## src/rtl/exe_alu_stage_if.sv

```systemverilog
// EX-stage bundle: operands and controls into the ALU stage, registered EX/MEM fields out.
// The upstream pipeline and hazard logic use the master side; the stage itself uses the slave side.
interface exe_alu_stage_if;

   // Hazard / branch controls
   logic        freeze;
   logic        flush;

   // Instruction arriving from the operand generator
   logic        valid_in;
   logic [3:0]  exe_cmd;
   logic        s_bit;
   logic [31:0] val1;
   logic [31:0] val2;
   logic [31:0] st_val_in;
   logic [3:0]  dest_in;
   logic        wb_en_in;
   logic        mem_r_en_in;
   logic        mem_w_en_in;

   // EX/MEM register contents
   logic [31:0] alu_res;
   logic [31:0] st_val;
   logic [3:0]  dest;
   logic        wb_en;
   logic        mem_r_en;
   logic        mem_w_en;
   logic        valid_out;

   // Architectural NZCV flags
   logic [3:0]  status;

   modport master (
      output freeze, flush, valid_in, exe_cmd, s_bit, val1, val2, st_val_in, dest_in,
             wb_en_in, mem_r_en_in, mem_w_en_in,
      input  alu_res, st_val, dest, wb_en, mem_r_en, mem_w_en, valid_out, status
   );

   modport slave (
      input  freeze, flush, valid_in, exe_cmd, s_bit, val1, val2, st_val_in, dest_in,
             wb_en_in, mem_r_en_in, mem_w_en_in,
      output alu_res, st_val, dest, wb_en, mem_r_en, mem_w_en, valid_out, status
   );

endinterface

```

## src/rtl/exe_alu_stage.sv

```systemverilog
// Execute-stage ALU with NZCV status register and EX/MEM boundary register.
// One-cycle latency; synchronous reset, flush clears the boundary register, freeze holds it.
module exe_alu_stage (
   input  logic            clk,
   input  logic            rst,
   exe_alu_stage_if.slave  bus
);

   // Operation codes
   localparam logic [3:0] CmdMov = 4'b0001;
   localparam logic [3:0] CmdMvn = 4'b1001;
   localparam logic [3:0] CmdAdd = 4'b0010;
   localparam logic [3:0] CmdAdc = 4'b0011;
   localparam logic [3:0] CmdSub = 4'b0100;
   localparam logic [3:0] CmdSbc = 4'b0101;
   localparam logic [3:0] CmdAnd = 4'b0110;
   localparam logic [3:0] CmdOrr = 4'b0111;
   localparam logic [3:0] CmdEor = 4'b1000;

   // Flag bit positions inside status
   localparam int unsigned FlagN = 3;
   localparam int unsigned FlagZ = 2;
   localparam int unsigned FlagC = 1;
   localparam int unsigned FlagV = 0;

   // Registered state
   logic [31:0] alu_res_q,   alu_res_d;
   logic [31:0] st_val_q,    st_val_d;
   logic [3:0]  dest_q,      dest_d;
   logic        wb_en_q,     wb_en_d;
   logic        mem_r_en_q,  mem_r_en_d;
   logic        mem_w_en_q,  mem_w_en_d;
   logic        valid_q,     valid_d;
   logic [3:0]  status_q,    status_d;

   // ALU internals
   logic        is_add;
   logic        is_sub;
   logic        is_arith;
   logic        is_legal;
   logic        carry_in;
   logic [31:0] adder_b;
   logic [32:0] sum;
   logic [31:0] result;
   logic        flag_n;
   logic        flag_z;
   logic        flag_c;
   logic        flag_v;
   logic        status_we;

   // Decode the operation class and the adder's carry-in
   always_comb begin
      is_add   = 1'b0;
      is_sub   = 1'b0;
      carry_in = 1'b0;
      unique case (bus.exe_cmd)
         CmdAdd:  is_add = 1'b1;
         CmdAdc:  begin
            is_add   = 1'b1;
            carry_in = status_q[FlagC];
         end
         CmdSub:  begin
            is_sub   = 1'b1;
            carry_in = 1'b1;
         end
         // SBC subtracts !C, which in the val1 + ~val2 + cin form means cin = C
         CmdSbc:  begin
            is_sub   = 1'b1;
            carry_in = status_q[FlagC];
         end
         default: ;
      endcase
   end

   assign is_arith = is_add | is_sub;

   // Shared 33-bit adder; subtraction is val1 + ~val2 + cin so bit 32 is NOT borrow
   always_comb begin
      adder_b = is_sub ? ~bus.val2 : bus.val2;
      sum     = {1'b0, bus.val1} + {1'b0, adder_b} + {32'd0, carry_in};
   end

   // Select the result; illegal codes produce zero and never touch the flags
   always_comb begin
      result   = 32'd0;
      is_legal = 1'b1;
      case (bus.exe_cmd)
         CmdMov:                         result = bus.val2;
         CmdMvn:                         result = ~bus.val2;
         CmdAdd, CmdAdc, CmdSub, CmdSbc: result = sum[31:0];
         CmdAnd:                         result = bus.val1 & bus.val2;
         CmdOrr:                         result = bus.val1 | bus.val2;
         CmdEor:                         result = bus.val1 ^ bus.val2;
         default:                        is_legal = 1'b0;
      endcase
   end

   // Compute candidate flags; C and V only change for arithmetic operations
   always_comb begin
      flag_n = result[31];
      flag_z = (result == 32'd0);
      flag_c = status_q[FlagC];
      flag_v = status_q[FlagV];
      if (is_add) begin
         flag_c = sum[32];
         flag_v = (bus.val1[31] == bus.val2[31]) && (result[31] != bus.val1[31]);
      end else if (is_sub) begin
         flag_c = sum[32];
         flag_v = (bus.val1[31] != bus.val2[31]) && (result[31] != bus.val1[31]);
      end
      status_we = bus.valid_in & bus.s_bit & is_legal;
      status_d  = status_q;
      if (status_we) begin
         status_d[FlagN] = flag_n;
         status_d[FlagZ] = flag_z;
         if (is_arith) begin
            status_d[FlagC] = flag_c;
            status_d[FlagV] = flag_v;
         end
      end
   end

   // Next-state of the boundary register for a normal (unfrozen, unflushed) edge
   always_comb begin
      alu_res_d  = result;
      st_val_d   = bus.st_val_in;
      dest_d     = bus.dest_in;
      wb_en_d    = bus.wb_en_in    & bus.valid_in;
      mem_r_en_d = bus.mem_r_en_in & bus.valid_in;
      mem_w_en_d = bus.mem_w_en_in & bus.valid_in;
      valid_d    = bus.valid_in;
   end

   // EX/MEM register: reset > flush (clear) > freeze (hold) > load
   always_ff @(posedge clk) begin
      if (rst || bus.flush) begin
         alu_res_q  <= 32'd0;
         st_val_q   <= 32'd0;
         dest_q     <= 4'd0;
         wb_en_q    <= 1'b0;
         mem_r_en_q <= 1'b0;
         mem_w_en_q <= 1'b0;
         valid_q    <= 1'b0;
      end else if (!bus.freeze) begin
         alu_res_q  <= alu_res_d;
         st_val_q   <= st_val_d;
         dest_q     <= dest_d;
         wb_en_q    <= wb_en_d;
         mem_r_en_q <= mem_r_en_d;
         mem_w_en_q <= mem_w_en_d;
         valid_q    <= valid_d;
      end
   end

   // Status register: cleared by reset, held by both flush and freeze
   always_ff @(posedge clk) begin
      if (rst) begin
         status_q <= 4'd0;
      end else if (!bus.flush && !bus.freeze) begin
         status_q <= status_d;
      end
   end

   assign bus.alu_res   = alu_res_q;
   assign bus.st_val    = st_val_q;
   assign bus.dest      = dest_q;
   assign bus.wb_en     = wb_en_q;
   assign bus.mem_r_en  = mem_r_en_q;
   assign bus.mem_w_en  = mem_w_en_q;
   assign bus.valid_out = valid_q;
   assign bus.status    = status_q;

endmodule

```

## src/flat_wrapper.sv

```systemverilog
// flat-port wrapper written by rule: the top's interface ports become plain ports
module exe_alu_stage_flat 
  (clk, rst, bus_freeze, bus_flush, bus_valid_in, bus_exe_cmd, bus_s_bit, bus_val1, bus_val2, bus_st_val_in, bus_dest_in, bus_wb_en_in, bus_mem_r_en_in, bus_mem_w_en_in, bus_alu_res, bus_st_val, bus_dest, bus_wb_en, bus_mem_r_en, bus_mem_w_en, bus_valid_out, bus_status);
  exe_alu_stage_if bus_i ();
  input  logic clk;
  input  logic rst;
  input wire logic [$bits(bus_i.freeze)-1:0] bus_freeze;
  input wire logic [$bits(bus_i.flush)-1:0] bus_flush;
  input wire logic [$bits(bus_i.valid_in)-1:0] bus_valid_in;
  input wire logic [$bits(bus_i.exe_cmd)-1:0] bus_exe_cmd;
  input wire logic [$bits(bus_i.s_bit)-1:0] bus_s_bit;
  input wire logic [$bits(bus_i.val1)-1:0] bus_val1;
  input wire logic [$bits(bus_i.val2)-1:0] bus_val2;
  input wire logic [$bits(bus_i.st_val_in)-1:0] bus_st_val_in;
  input wire logic [$bits(bus_i.dest_in)-1:0] bus_dest_in;
  input wire logic [$bits(bus_i.wb_en_in)-1:0] bus_wb_en_in;
  input wire logic [$bits(bus_i.mem_r_en_in)-1:0] bus_mem_r_en_in;
  input wire logic [$bits(bus_i.mem_w_en_in)-1:0] bus_mem_w_en_in;
  output wire logic [$bits(bus_i.alu_res)-1:0] bus_alu_res;
  output wire logic [$bits(bus_i.st_val)-1:0] bus_st_val;
  output wire logic [$bits(bus_i.dest)-1:0] bus_dest;
  output wire logic [$bits(bus_i.wb_en)-1:0] bus_wb_en;
  output wire logic [$bits(bus_i.mem_r_en)-1:0] bus_mem_r_en;
  output wire logic [$bits(bus_i.mem_w_en)-1:0] bus_mem_w_en;
  output wire logic [$bits(bus_i.valid_out)-1:0] bus_valid_out;
  output wire logic [$bits(bus_i.status)-1:0] bus_status;
  assign bus_i.freeze = bus_freeze;
  assign bus_i.flush = bus_flush;
  assign bus_i.valid_in = bus_valid_in;
  assign bus_i.exe_cmd = bus_exe_cmd;
  assign bus_i.s_bit = bus_s_bit;
  assign bus_i.val1 = bus_val1;
  assign bus_i.val2 = bus_val2;
  assign bus_i.st_val_in = bus_st_val_in;
  assign bus_i.dest_in = bus_dest_in;
  assign bus_i.wb_en_in = bus_wb_en_in;
  assign bus_i.mem_r_en_in = bus_mem_r_en_in;
  assign bus_i.mem_w_en_in = bus_mem_w_en_in;
  assign bus_alu_res = bus_i.alu_res;
  assign bus_st_val = bus_i.st_val;
  assign bus_dest = bus_i.dest;
  assign bus_wb_en = bus_i.wb_en;
  assign bus_mem_r_en = bus_i.mem_r_en;
  assign bus_mem_w_en = bus_i.mem_w_en;
  assign bus_valid_out = bus_i.valid_out;
  assign bus_status = bus_i.status;
  exe_alu_stage u_core (.clk(clk), .rst(rst), .bus(bus_i));
endmodule
```

## config.mk

```make
export PLATFORM = sky130hd
export DESIGN_NAME = exe_alu_stage_flat
export DESIGN_NICKNAME = d
export VERILOG_FILES = /design/src/rtl/exe_alu_stage_if.sv /design/src/rtl/exe_alu_stage.sv /design/src/flat_wrapper.sv
export SDC_FILE = /design/constraint.sdc
export NUM_CORES = 1
export LEC_CHECK = 0
export ABC_AREA = 0
export BUFFER_PORTS_ARGS = -buffer_cell sky130_fd_sc_hd__clkbuf_2
export CAP_MARGIN = 5
export CORE_ASPECT_RATIO = 0.7
export CORE_MARGIN = 10
export CORE_UTILIZATION = 36
export DETAILED_ROUTE_END_ITERATION = 12
export GPL_TIMING_DRIVEN = 0
export SYNTH_ARGS = -nofsm -noshare
export SYNTH_HDL_FRONTEND = slang
export SYNTH_SLANG_ARGS = --single-unit
```

## constraint.sdc

```tcl
create_clock -name clk -period 6.49 [get_ports clk]
set_input_delay 1.298 -clock clk [delete_from_list [all_inputs] [get_ports clk]]
set_output_delay 1.298 -clock clk [all_outputs]
set_load 0.02 [all_outputs]
```

== Word-level counts from Yosys, hierarchy flattened ==
Cells that the tools add are included.

* Bitwise operators: 10
* Multiply operators: 0
* Add/sub/neg operators: 2
* Mux-type cells: 10
* Shift operators: 0
* $lt $le $gt $ge: 0
* Divide/modulo/power cells: 0
* Equal/unequal tests: 12
* Reductions and logical operators: 15

{| class="wikitable"
|+ Operators with widths
! cell !! count
|-
| $pmux W32 S6 || 1
|-
| $add A32 B32 Y33 || 1
|-
| $add A33 B1 Y33 || 1
|-
| $and A32 B32 Y32 || 1
|-
| $logic_not A32 Y1 || 1
|-
| $mux W32 || 1
|-
| $not A32 Y32 || 1
|-
| $or A32 B32 Y32 || 1
|-
| $xor A32 B32 Y32 || 1
|-
| $eq A4 B3 Y1 const B || 4
|-
| $reduce_or A9 Y1 || 1
|-
| $eq A4 B2 Y1 const B || 2
|-
| $eq A4 B4 Y1 const B || 2
|-
| $mux W1 || 7
|-
| $reduce_or A2 Y1 || 3
|-
| $and A1 B1 Y1 || 5
|-
| $eq A4 B1 Y1 const B || 1
|-
| $reduce_and A4 Y1 || 1
|-
| $reduce_or A4 Y1 || 1
|-
| $logic_and A1 B1 Y1 || 3
|-
| $logic_not A1 Y1 || 2
|-
| $ne A1 B1 Y1 || 2
|-
| $pmux W1 S2 || 1
|-
| $reduce_and A2 Y1 || 1
|-
| 4 further kinds || 4
|}

* RAM bits: 0
* ROM bits: 0
* Register bits after elaboration: 76
* Output and inout bits: 76
* Memories: 0
* Bits in latches: 0
* Bits of input ports: 113

== Logic depth before layout (Yosys ltp) ==
Gate-level depths: netlist of run 1.

* Word-level depth: 11
* Mapped depth: 20
* Gate-level depth less buffers: 17

== Worst setup path after synthesis of run 1 ==
No wires, ideal clock.

* Path type: input -> register
* Start: input bus_exe_cmd[2]
* End: register u_core.status_q[2], in the netlist u_core.bus.status[2]
* Stages: 20
* Slack: 0.248 ns
* Arrival: 6.183 ns
* Buffers on the path: 4
* Required time: 6.431 ns
* Cells stage by stage: buf_2 clkbuf_1 nor3b_1 clkbuf_1 buf_1 xnor2_1 fa_1 inv_1 fa_1 and2b_1 o2111ai_2 a21oi_2 or3_1 a311o_1 or4_1 nor4_1 nand4_1 a2111o_1 or4_1 nand2_1

* Cells in the longest elaborated chain, start to end: 8

{| class="wikitable"
|+ RTL lines
! item !! line !! RTL
|-
| start: declaration || flat_wrapper.sv:10 || <nowiki>input wire logic [$bits(bus_i.exe_cmd)-1:0] bus_exe_cmd;</nowiki>
|-
| $eq A4 B3 Y1 || exe_alu_stage.sv:56, exe_alu_stage.sv:87 ||
|-
| $reduce_or A2 Y1 (no line) || - ||
|-
| $mux W1 || exe_alu_stage.sv:56 || <nowiki>unique case (bus.exe_cmd)</nowiki>
|-
| $mux W32 || exe_alu_stage.sv:79 || <nowiki>adder_b = is_sub ? ~bus.val2 : bus.val2;</nowiki>
|-
| $add A32 B32 Y33 || exe_alu_stage.sv:80 || <nowiki>sum = {1'b0, bus.val1} + {1'b0, adder_b} + {32'd0, carry_in};</nowiki>
|-
| $add A33 B1 Y33 || exe_alu_stage.sv:80 ||
|-
| $pmux W32 S6 || exe_alu_stage.sv:87 || <nowiki>case (bus.exe_cmd)</nowiki>
|-
| $logic_not A32 Y1 || exe_alu_stage.sv:101 || <nowiki>flag_z = (result == 32'd0);</nowiki>
|-
| end signal: assignment || exe_alu_stage.sv:160 || <nowiki>status_q <= status_d;</nowiki>
|-
| end: declaration || exe_alu_stage.sv:34 || <nowiki>logic [3:0] status_q, status_d;</nowiki>
|}

Parallel ways exist; a longest one is shown, timed or not.
A chain may end at the register's enable or synchronous reset.

== Worst setup path in the final report of run 1 ==
* Start: input bus_exe_cmd[1]
* End: register u_core.status_q[2], in the netlist u_core.bus.status[2]

The elaborated chain is that of the path after synthesis.

==> run_results.csv, run 1 <==
group,metric,value,unit
detailed_routing,drt-pass1-iter-count,5,
hold_path,hold_start,"u_core.bus.status[2]$_SDFFE_PP0P_",
synthesis,synth_top_area_share,20.66,%
floorplan,start_util,36.89,%
setup_path,critPathKind,"in -> reg",
synthesis,synth_area_leaders,"dfxtp_1 21%, ha_1 16%, mux2i_1 8.0%",
placement,place.gp.congestion,0.9474,
detailed_routing,routed-wl-met2,11.56,mm
detailed_routing,drtAntennaViolNets,0,
setup_path,ff2ff_setup_slack,1.46,ns
power_and_ir_drop,clkPwrFrac,29.7,%
detailed_routing,wl_met1,13.24,mm
clock_tree,htree_levels,3,
sta,clock.fmax,159.3,MHz
sta,report.final.slew_viol_count,0,
synthesis,synth_seq_area_share,20.66,%
setup_path,start_kind,"input port",
synthesis,ys_types,74,
cells_and_area,drive_above_1_share,20.26,%
cells_and_area,fin_cells,1431,
synthesis,synthCells,957,
detailed_routing,drt_iter0_markers,445,
global_routing,grt_first_pass_wirelength,42.34,mm
sta,finalHoldViolCount,0,
detailed_routing,via_per_inst,5.361,
synthesis,ys_async_sr_fraction,0,%
flow_run,drv_cap,0,
clock_tree,numCtsBuffers,9,
hold_path,hold_depth,2,
cells_and_area,area_growth,21.89,%
synthesis,synth_top_area_cell,"dfxtp_1",
clock_tree,ctsHoldBuffers,0,
placement,io_buffers,186,
detailed_routing,dr_wl_met3,2.475,mm
synthesis,synth-seq-cells,76,
setup_path,cpLargestDelayFamily,"simple AND/OR/NAND/NOR gates",
floorplan,core,19960,um2
placement,place_inst,1414,
sta,timing.final.crit_share,96.72,%
setup_path,cp_max_fo,10,
clock_tree,clkLatencyLatePin,0.34,ns
floorplan,dieArea,26670,um2
detailed_routing,wirelength,27.47,mm
clock_tree,clock_sinks,76,
power_and_ir_drop,p_leak,4.301,nW
clock_tree,path_clk_slew,0.06,ns
synthesis,avgSynthCellArea,7.694,um2
floorplan,rows,43,
global_routing,grt_util_all_layers,19.77,%
power_and_ir_drop,vdd_drop_max,98.45,uV
synthesis,synth_flop_cell,"dfxtp_1",
detailed_routing,wl_per_cell,19.20,um
detailed_routing,drc,0,
power_and_ir_drop,comb_power_share,39.4,%
power_and_ir_drop,power.switching,608.7,uW
setup_path,cp_data_required_time,6.77,ns
synthesis,synth_edf_count,0,
sta,grt_setup_unrepaired,"no",
setup_path,critPathArrivalTime,6.56,ns
clock_tree,clock-root-buffer,"clkbuf_16",
hold_path,hold_class,"reg -> reg",
outcome,outcome,"complete, no violations",
hold_path,min_to,"u_core.bus.status[2]$_SDFFE_PP0P_",
setup_path,reg2reg_to,"u_core.bus.status[2]$_SDFFE_PP0P_",
power_and_ir_drop,pwr-share-seq,30.9,%
setup_path,crit_buf_inv,6,
setup_path,slowest_stage,"or4_1",
cells_and_area,num-nets-final,1365,
sta,fin_crit,6.277,ns
sta,finalSetupViolCount,0,
synthesis,syn_area,7363,um2
power_and_ir_drop,power.total,1.594,mW
sta,slew-limit-headroom,31.73,%
global_routing,grt_overflow,0,
global_routing,antenna_found_initial,1,
setup_path,crit_chain,"clkbuf_2, buf_2, buf_2, nor3b_1, buf_4, buf_6, xnor2_1, fa_1, inv_1, fa_1, and2b_1, o2111ai_2, a21oi_2, or3_1, a311o_1, or4_1, nor4_4, nand4_1, a2111o_1, or4_1, nand2_1",
setup_path,reg2reg_depth,16,
global_routing,grt_max_degree,20,
clock_tree,cts_tree,"yes",
sta,final.setup_skew,0.005528,ns
power_and_ir_drop,p_per_area,177.7,nW/um2
setup_path,slowest_delay,0.61,ns
floorplan,design.portCount,189,
synthesis,syn_nets,1167,
detailed_routing,top_layer_used,"met4",
detailed_routing,vias,7672,
floorplan,die_h,139.7,um
setup_path,critical_path_cell_count,21,
synthesis,yosys_warnings,0,
floorplan,die_w,190.9,um
sta,tightest_slew,1.011,ns
power_and_ir_drop,intPower,985.8,uW
global_routing,grt_pass1_vias,7285,
setup_path,endpoint_kind,"flip-flop",
power_and_ir_drop,swShare,38.17,%
clock_tree,cts_buffer_depth,2,
setup_path,r2r-start,"u_core.bus.status[1]$_SDFFE_PP0P_",
placement,hpwlAfterDp,22.74,mm
-- stage by stage --
| step | instance area (um2) | setup slack [ns] | TNS, ns | hold slack (ns) | utilization [%] |
|---|---|---|---|---|---|
| 2_1_floorplan | 7363 | 0.2481 | 0 | 0.5407 | - |
| 3_3_place_gp | 8632 | -1.104 | -1.358 | 0.4546 | 43.25 |
| 3_5_place_dp | 8643 | -1.131 | -1.579 | 0.4592 | 43.30 |
| 4_1_cts | 8927 | 0.06134 | 0 | 0.4701 | 44.73 |
| 5_1_grt | 8972 | 0.02093 | 0 | 0.5082 | 44.95 |
| 6_report | 8975 | 0.2129 | 0 | 0.4672 | 44.96 |
-- routing by layer --
metal | track usage (%) | vias to the layer above
li1 | - | 3813
met1 | 27.52 | 3571
met2 | 29.84 | 271
met3 | 5.442 | 17
met4 | 3.264 | 0
met5 | 0 | -
-- cell usage in the layout (no fill, tap or decap), types with 42 or more instances in the layout --
cell type	Yosys	layout
inv_1	79	79
nand2_1	49	49
xnor2_1	42	42
a21oi_1	73	73
dfxtp_1	76	76
o21ai_0	46	45
nor2_1	136	136
clkbuf_2	0	187
ha_1	95	95
mux2i_1	59	59
-- power by group through the flow --
stage,registers (mW),clock network (mW),logic (mW)
2_1_floorplan,0.522,0,0.393
3_3_place_gp,0.502,0,0.609
3_5_place_dp,0.503,0,0.613
4_1_cts,0.492,0.489,0.617
5_1_grt,0.494,0.504,0.698
6_report,0.492,0.473,0.629
-- cells in the mapped netlist, types with 11 or more instances --
cell type,count
ha_1,95
nor2_1,136
mux2i_1,59
xor2_1,11
o21ai_0,46
dfxtp_1,76
inv_1,79
clkbuf_1,41
a221oi_1,19
a21oi_1,73
nand2_1,49
xnor2_1,42
-- cell families after synthesis --
kind of cell / synth area share, %
buffers and inverters: 7.001
multiplexers: 8.173
XOR/XNOR: 6.304
AO/OA/AOI/OAI: 22.21
flip-flops: 20.66
AND/OR/NAND/NOR: 18.96
adder cells (fa/ha/maj): 16.69
-- sequential cells by signal, indices dropped and copies added (netlist names) --
signal	cells
u_core.bus.mem_r_en	1
u_core.bus.mem_w_en	1
u_core.bus.wb_en	1
u_core.bus.dest	4
u_core.bus.status	4
u_core.bus.valid_out	1
u_core.bus.st_val	32
u_core.bus.alu_res	32
-- worst reg2reg max path: cells and delay by family, from the launching register on --
| family | cells | cell delay, ns |
|---|---|---|
| simple gates | 6 | 1.91 |
| compound gates | 6 | 1.76 |
| fa+ha+maj | 2 | 0.75 |
| flops | 1 | 0.42 |
| buf+inv | 2 | 0.14 |
-- cell type report --
| type | instances | area (um2) |
|---|---|---|
| plain buffers | 53 | 220.2 |
| fillers | 2080 | 10990 |
| well taps | 270 | 337.8 |
| inverters | 80 | 300.3 |
| flip-flops and latches | 76 | 1521 |
| clock inverters | 7 | 55.05 |
| diodes | 1 | 2.502 |
| multi-input cells | 746 | 5361 |
| repair buffers | 189 | 950.9 |
| clock buffers | 9 | 225.2 |
-- how the worst max path moves through the flow --
stage,from,endpoint
finish,bus_exe_cmd[1],u_core.bus.status[2]$_SDFFE_PP0P_
global route,bus_exe_cmd[1],u_core.bus.status[2]$_SDFFE_PP0P_
CTS,bus_exe_cmd[1],u_core.bus.status[2]$_SDFFE_PP0P_
detailed placement,bus_exe_cmd[3],u_core.bus.status[2]$_SDFFE_PP0P_
global placement,bus_exe_cmd[3],u_core.bus.status[2]$_SDFFE_PP0P_
floorplan,bus_exe_cmd[2],u_core.bus.status[2]$_SDFFE_PP0P_
-- timing repair --
item	4_1_cts	5_1_grt
endpoints found under the hold margin	0	0
gates resized for setup	7	10
setup endpoints to repair	1	1
setup buffers	0	2
pin swaps	0	2
Power figures use the tool's default switching activity.
==> run 2, diff against run 1 <==
CELL_PAD_IN_SITES_DETAIL_PLACEMENT = 0   (was default)
CELL_PAD_IN_SITES_GLOBAL_PLACEMENT = 1   (was default)
CORE_MARGIN = default   (was 10)
PLACE_DENSITY_LB_ADDON = 0.1   (was default)
==> run 2 against run 1 <==
  * Worst hold slack got worse by 0.0021 ns
  * Via count decreased by 2.5%
  * Global-route usage increased by 4.5 points
  * Core utilization increased by 0.18 points
  * Critical path depth unchanged
  * Combinational power about the same
  * Flip-flop and latch count unchanged
  * Sequential share of layout area about the same
  * Clock power increased by 10%
  * Largest cell class unchanged
==> run_results.csv, run 2 (synthesis results as in run 1) <==
group,metric,value,unit
sta,slew-limit-headroom,19.06,%
global_routing,grt_overflow,0,
floorplan,design.portCount,189,
power_and_ir_drop,vdd_drop_max,97.70,uV
setup_path,critPathArrivalTime,6.58,ns
setup_path,cp_max_fo,10,
setup_path,cp_data_required_time,6.78,ns
sta,hold_slack,0.4651,ns
power_and_ir_drop,p_leak,4.296,nW
global_routing,antenna_found_initial,0,
clock_tree,path_clk_slew,0.06,ns
placement,io_buffers,186,
sta,layout_setup_ws,0.2002,ns
floorplan,start_util,36.99,%
detailed_routing,wirelength,25.55,mm
cells_and_area,drive_above_1_share,20.12,%
cells_and_area,num-fill-cells,2107,
cells_and_area,diodes,0,
detailed_routing,drt_iter0_markers,411,
hold_path,hold_depth,2,
detailed_routing,drt-pass1-iter-count,5,
flow_run,drv_cap,0,
sta,final.setup_skew,0.01053,ns
sta,finalSetupViolCount,0,
sta,clock.fmax,159.0,MHz
sta,fin_crit,6.290,ns
global_routing,grt_util_all_layers,24.25,%
sta,timing.final.crit_share,96.92,%
cells_and_area,final_cell_mix,"187 x clkbuf_2, 136 x nor2_1, 95 x ha_1",
floorplan,dieArea,21040,um2
cells_and_area,multi_input_area,5360,um2
placement,place.gp.congestion,0.9132,
detailed_routing,drc,0,
outcome,outcome,"complete, no violations",
setup_path,reg2reg_depth,16,
clock_tree,clkLatencyLatePin,0.35,ns
detailed_routing,vias,7482,
setup_path,critical_path_cell_count,21,
cells_and_area,area_growth,22.04,%
setup_path,slowest_delay,0.61,ns
floorplan,die_w,172.9,um
setup_path,endpoint_kind,"flip-flop",
detailed_routing,wl_per_cell,17.89,um
global_routing,grt_first_pass_wirelength,39.43,mm
clock_tree,ctsHoldBuffers,0,
placement,pre_cts_ws,-1.073,ns
detailed_routing,via_per_inst,5.239,
clock_tree,htree_levels,3,
floorplan,die_h,121.7,um
floorplan,rows,43,
cells_and_area,seq_area,1521,um2
sta,finalHoldViolCount,0,
cells_and_area,layout_commonest_cell,"clkbuf_2",
clock_tree,clock-root-buffer,"clkbuf_16",
setup_path,slowest_stage,"or4_1",
setup_path,cpLargestDelayFamily,"simple AND/OR/NAND/NOR gates",
detailed_routing,drtAntennaViolNets,0,
placement,hpwlAfterDp,20.69,mm
global_routing,grt_pass1_vias,6642,
floorplan,core,19910,um2
cells_and_area,num-nets-final,1363,
clock_tree,cts_buffer_depth,2,
setup_path,crit_buf_inv,6,
power_and_ir_drop,power.total,1.642,mW
hold_path,hold_class,"reg -> reg",
setup_path,critPathKind,"in -> reg",
global_routing,grt_max_degree,20,
sta,report.final.slew_viol_count,0,
sta,tightest_slew,1.199,ns
power_and_ir_drop,p_per_area,182.7,nW/um2
clock_tree,clock_sinks,76,
setup_path,start_kind,"input port",
clock_tree,numCtsBuffers,9,
setup_path,crit_chain,"clkbuf_2, buf_2, buf_2, nor3b_1, clkbuf_4, buf_6, xnor2_1, fa_1, inv_1, fa_2, and2b_1, o2111ai_4, a21oi_2, or3_1, a311o_1, or4_1, nor4_2, nand4_1, a2111o_1, or4_1, nand2_1",
clock_tree,cts_tree,"yes",
run 2: cell count changes in the layout (fill, tap and decap cells not counted), sizes merged:
cell / delta
inv: -1
clkbuf: +1
bufinv: +1
buf: -3
diode: -1
run 2: metrics by stage:
| step | setup TNS (ns) | util (%) | std cells | cell area, um2 |
|---|---|---|---|---|
| floorplan | 0 | - | 957 | 7363 |
| global placement | -1.611 | 43.36 | 1413 | 8632 |
| detailed placement | -1.549 | 43.43 | 1413 | 8645 |
| CTS | 0 | 44.97 | 1427 | 8951 |
| global route | -0.03198 | 45.14 | 1428 | 8986 |
| finish | 0 | 45.14 | 1428 | 8986 |
run 2: worst register-to-register path, cell delays in order, from the launching register on:
cell and delay [ns]:
dfxtp_1 0.39, inv_1 0.06, a2111oi_1 0.46, fa_1 0.31, inv_1 0.08, fa_2 0.40
and2b_1 0.28, o2111ai_4 0.15, a21oi_2 0.25, nor4_1 0.13, nor4_1 0.75, nor2_1 0.17
xor2_1 0.19, o221ai_1 0.21, or4_1 0.57, or4_1 0.50, nand2_1 0.07
run 2: where the power goes:
part	switching, mW	leakage (nW)	internal [mW]
clock	0.217	0.145	0.304
combinational	0.390	3.53	0.239
sequential	0.00842	0.618	0.483
total	0.616	4.30	1.03
run 2: layout make-up:
class	instances	area share (%)
Clock buffer	9	2.506
Clock inverter	7	0.9190
Multi-Input combinational cell	746	59.65
Timing Repair Buffer	187	10.44
Buffer	53	2.451
Sequential cell	76	16.93
Tap cell	270	3.759
Inverter	80	3.342
run 2: worst paths after layout:
| check | end | slack (ns) | from |
|---|---|---|---|
| worst max register to register | u_core.bus.status[2]$_SDFFE_PP0P_ | 1.47 | u_core.bus.status[1]$_SDFFE_PP0P_ |
| worst min register to register | u_core.bus.alu_res[22]$_SDFFE_PP0N_ | 0.47 | u_core.bus.alu_res[22]$_SDFFE_PP0N_ |
| worst min-delay path | u_core.bus.alu_res[22]$_SDFFE_PP0N_ | 0.47 | u_core.bus.alu_res[22]$_SDFFE_PP0N_ |
| worst max-delay path | u_core.bus.status[2]$_SDFFE_PP0P_ | 0.20 | bus_exe_cmd[1] |
run 2: per-layer routing:
| layer | vias up | wire length (um) | track usage [%] |
|---|---|---|---|
| met2 | 234 | 10490 | 36.44 |
| met4 | 0 | 143 | 3.429 |
| met1 | 3439 | 13320 | 36.27 |
| met5 | - | 0 | 0 |
| met3 | 10 | 1589 | 4.463 |
| li1 | 3799 | - | - |
run 2: timing repair:
action | 4_1_cts | 5_1_grt
buffers inserted | 0 | 1
setup endpoints to repair | 1 | 1
resized for setup | 7 | 9
pin swaps | 0 | 2
==> run 3, diff against run 2 <==
ABC_AREA = default   (was 0)
CORE_MARGIN = 2   (was default)
clock period = 7.3 ns   (was 6.49 ns; I/O delays follow)
==> run 3 against run 2 <==
  * Register-to-register slack better by 0.53 ns
  * Worst setup slack improved by 0.16 ns
  * Worst hold slack worse by 0.0046 ns
  * Core utilization shrank 0.34 points
  * Combinational power down 12%
  * Sequential power fell by 11%
  * Final area is 0.75% lower
  * Routed wire length is 0.98% higher
  * Critical path type unchanged
  * Highest routed layer unchanged
  * Die area up 2.8%
  * Largest cell class unchanged
==> run_results.csv, run 3 (synthesis results as in run 1) <==
group,metric,value,unit
placement,io_buffers,186,
floorplan,core,19910,um2
placement,placed_area,8645,um2
detailed_routing,vias,7614,
placement,pre_cts_ws,-0.4743,ns
global_routing,grt_use_met2,35.45,%
global_routing,met3_usage,4.640,%
floorplan,design.portCount,189,
global_routing,grt_overflow,0,
floorplan,dieArea,21630,um2
sta,tns,0,ns
setup_path,reg2reg_depth,16,
placement,place.gp.congestion,0.9315,
clock_tree,cts_tree,"yes",
sta,timing.final.crit_share,95.10,%
global_routing,grt_first_pass_wirelength,38.66,mm
cells_and_area,final_cell_mix,"187 x clkbuf_2, 136 x nor2_1, 95 x ha_1",
placement,hpwlAfterDp,20.91,mm
cells_and_area,num-fill-cells,2132,
global_routing,antenna_found_initial,0,
detailed_routing,wirelength,25.80,mm
hold_path,hold_depth,2,
clock_tree,clkLatencyLatePin,0.34,ns
detailed_routing,wl_per_cell,18.05,um
clock_tree,cts_buffer_depth,2,
hold_path,hold_start,"u_core.bus.alu_res[30]$_SDFFE_PP0N_",
clock_tree,numCtsBuffers,9,
cells_and_area,drive_above_1_share,19.67,%
setup_path,cp_data_required_time,7.58,ns
sta,clock.fmax,144.0,MHz
power_and_ir_drop,p_per_area,157.4,nW/um2
hold_path,hold_class,"reg -> reg",
sta,grt_setup_unrepaired,"no",
sta,fin_crit,6.942,ns
sta,final.setup_skew,0.006701,ns
clock_tree,clock_sinks,76,
cells_and_area,final_area,8919,um2
cells_and_area,area_growth,21.12,%
hold_path,min_to,"u_core.bus.alu_res[30]$_SDFFE_PP0N_",
setup_path,critPathArrivalTime,7.22,ns
sta,report.final.slew_viol_count,0,
cells_and_area,diodes,0,
sta,finalSetupViolCount,0,
sta,slew-limit-headroom,8.798,%
sta,layout_setup_ws,0.3579,ns
power_and_ir_drop,p_leak,4.277,nW
clock_tree,clock-root-buffer,"clkbuf_16",
global_routing,grt.busiest_layer,"met2",
global_routing,met1_usage,34.13,%
floorplan,rows,43,
floorplan,die_w,174.9,um
setup_path,ff2ff_setup_slack,2.00,ns
sta,finalHoldViolCount,0,
detailed_routing,via_per_inst,5.328,
sta,tightest_slew,1.351,ns
global_routing,grt_max_degree,14,
setup_path,r2r-start,"u_core.bus.status[1]$_SDFFE_PP0P_",
flow_run,drv_cap,0,
setup_path,endpoint_kind,"flip-flop",
setup_path,start_kind,"input port",
global_routing,grt_pass1_vias,6749,
detailed_routing,drc,0,
outcome,outcome,"complete, no violations",
clock_tree,ctsHoldBuffers,0,
detailed_routing,drtAntennaViolNets,0,
clock_tree,path_clk_slew,0.06,ns
power_and_ir_drop,vdd_drop_max,123.7,uV
floorplan,start_util,36.99,%
clock_tree,htree_levels,3,
detailed_routing,drt-pass1-iter-count,8,
setup_path,critPathKind,"in -> reg",
setup_path,cp_max_fo,10,
setup_path,reg2reg_to,"u_core.bus.status[2]$_SDFFE_PP0P_",
global_routing,grt_util_all_layers,23.24,%
power_and_ir_drop,power.total,1.404,mW
floorplan,die_h,123.7,um
cells_and_area,num-nets-final,1364,
cells_and_area,layout_commonest_cell,"clkbuf_2",
detailed_routing,drt_iter0_markers,529,
run 3: cell types whose count changed in the layout (fill, tap and decap cells not counted), sizes merged:
cell and delta:
bufinv -1, inv -2, clkinv +3, clkbuf +3, clkinvlp -1, buf -1
run 3: cell type report:
class / count / area, um2 / area share, %
Clock buffer: 10 / 229.0 / 2.567
Sequential cell: 76 / 1521 / 17.06
Inverter: 80 / 300.3 / 3.367
Timing Repair Buffer: 186 / 930.9 / 10.44
Tap cell: 270 / 337.8 / 3.788
Clock inverter: 6 / 40.04 / 0.4489
Buffer: 55 / 220.2 / 2.469
Multi-Input combinational cell: 746 / 5339 / 59.86
run 3: worst max-delay path by stage:
stage / slack [ns] / start / cells after the start / end
2_1_floorplan: 0.90 / bus_exe_cmd[2] / 20 / u_core.bus.status[2]$_SDFFE_PP0P_
3_3_place_gp: -0.48 / bus_exe_cmd[3] / 21 / u_core.bus.status[2]$_SDFFE_PP0P_
3_5_place_dp: -0.47 / bus_exe_cmd[3] / 21 / u_core.bus.status[2]$_SDFFE_PP0P_
4_1_cts: 0.17 / bus_exe_cmd[3] / 21 / u_core.bus.status[2]$_SDFFE_PP0P_
5_1_grt: 0.13 / bus_exe_cmd[3] / 21 / u_core.bus.status[2]$_SDFFE_PP0P_
6_report: 0.36 / bus_exe_cmd[3] / 21 / u_core.bus.status[2]$_SDFFE_PP0P_
run 3: critical path, cell delays in order:
cell       delay (ns)
clkbuf_2         0.15
buf_2            0.24
clkbuf_1         0.38
nor3b_1          0.11
clkbuf_2         0.21
clkbuf_4         0.27
xnor2_1          0.21
fa_1             0.24
inv_1            0.07
fa_1             0.45
and2b_1          0.27
o2111ai_2        0.17
a21oi_2          0.25
o21ai_0          0.21
a311o_1          0.48
or4_1            0.61
nor4_1           0.39
nand4_1          0.14
a2111o_1         0.34
or4_1            0.48
nand2_1          0.07
run 3: power breakdown:
part	internal, mW	switching [mW]
logic	0.211	0.346
registers	0.430	0.00771
clock network	0.230	0.180
run 3: stage by stage:
step	utilization, %	instances	hold WS [ns]
6_report	44.80	1429	0.4605
5_1_grt	44.80	1429	0.4959
4_1_cts	44.78	1429	0.4682
3_5_place_dp	43.43	1413	0.4579
3_3_place_gp	43.36	1413	0.4530
2_1_floorplan	-	957	0.5407
run 3: repair_timing:
item	CTS	global route
setup buffers	0	0
endpoints found under the setup margin	1	1
gates resized for setup	1	3
run 3: layer usage:
layer	vias up	share of wire, %
met5	-	0
li1	3806	-
met4	0	0.83
met2	289	41
met1	3503	50
met3	16	7.9
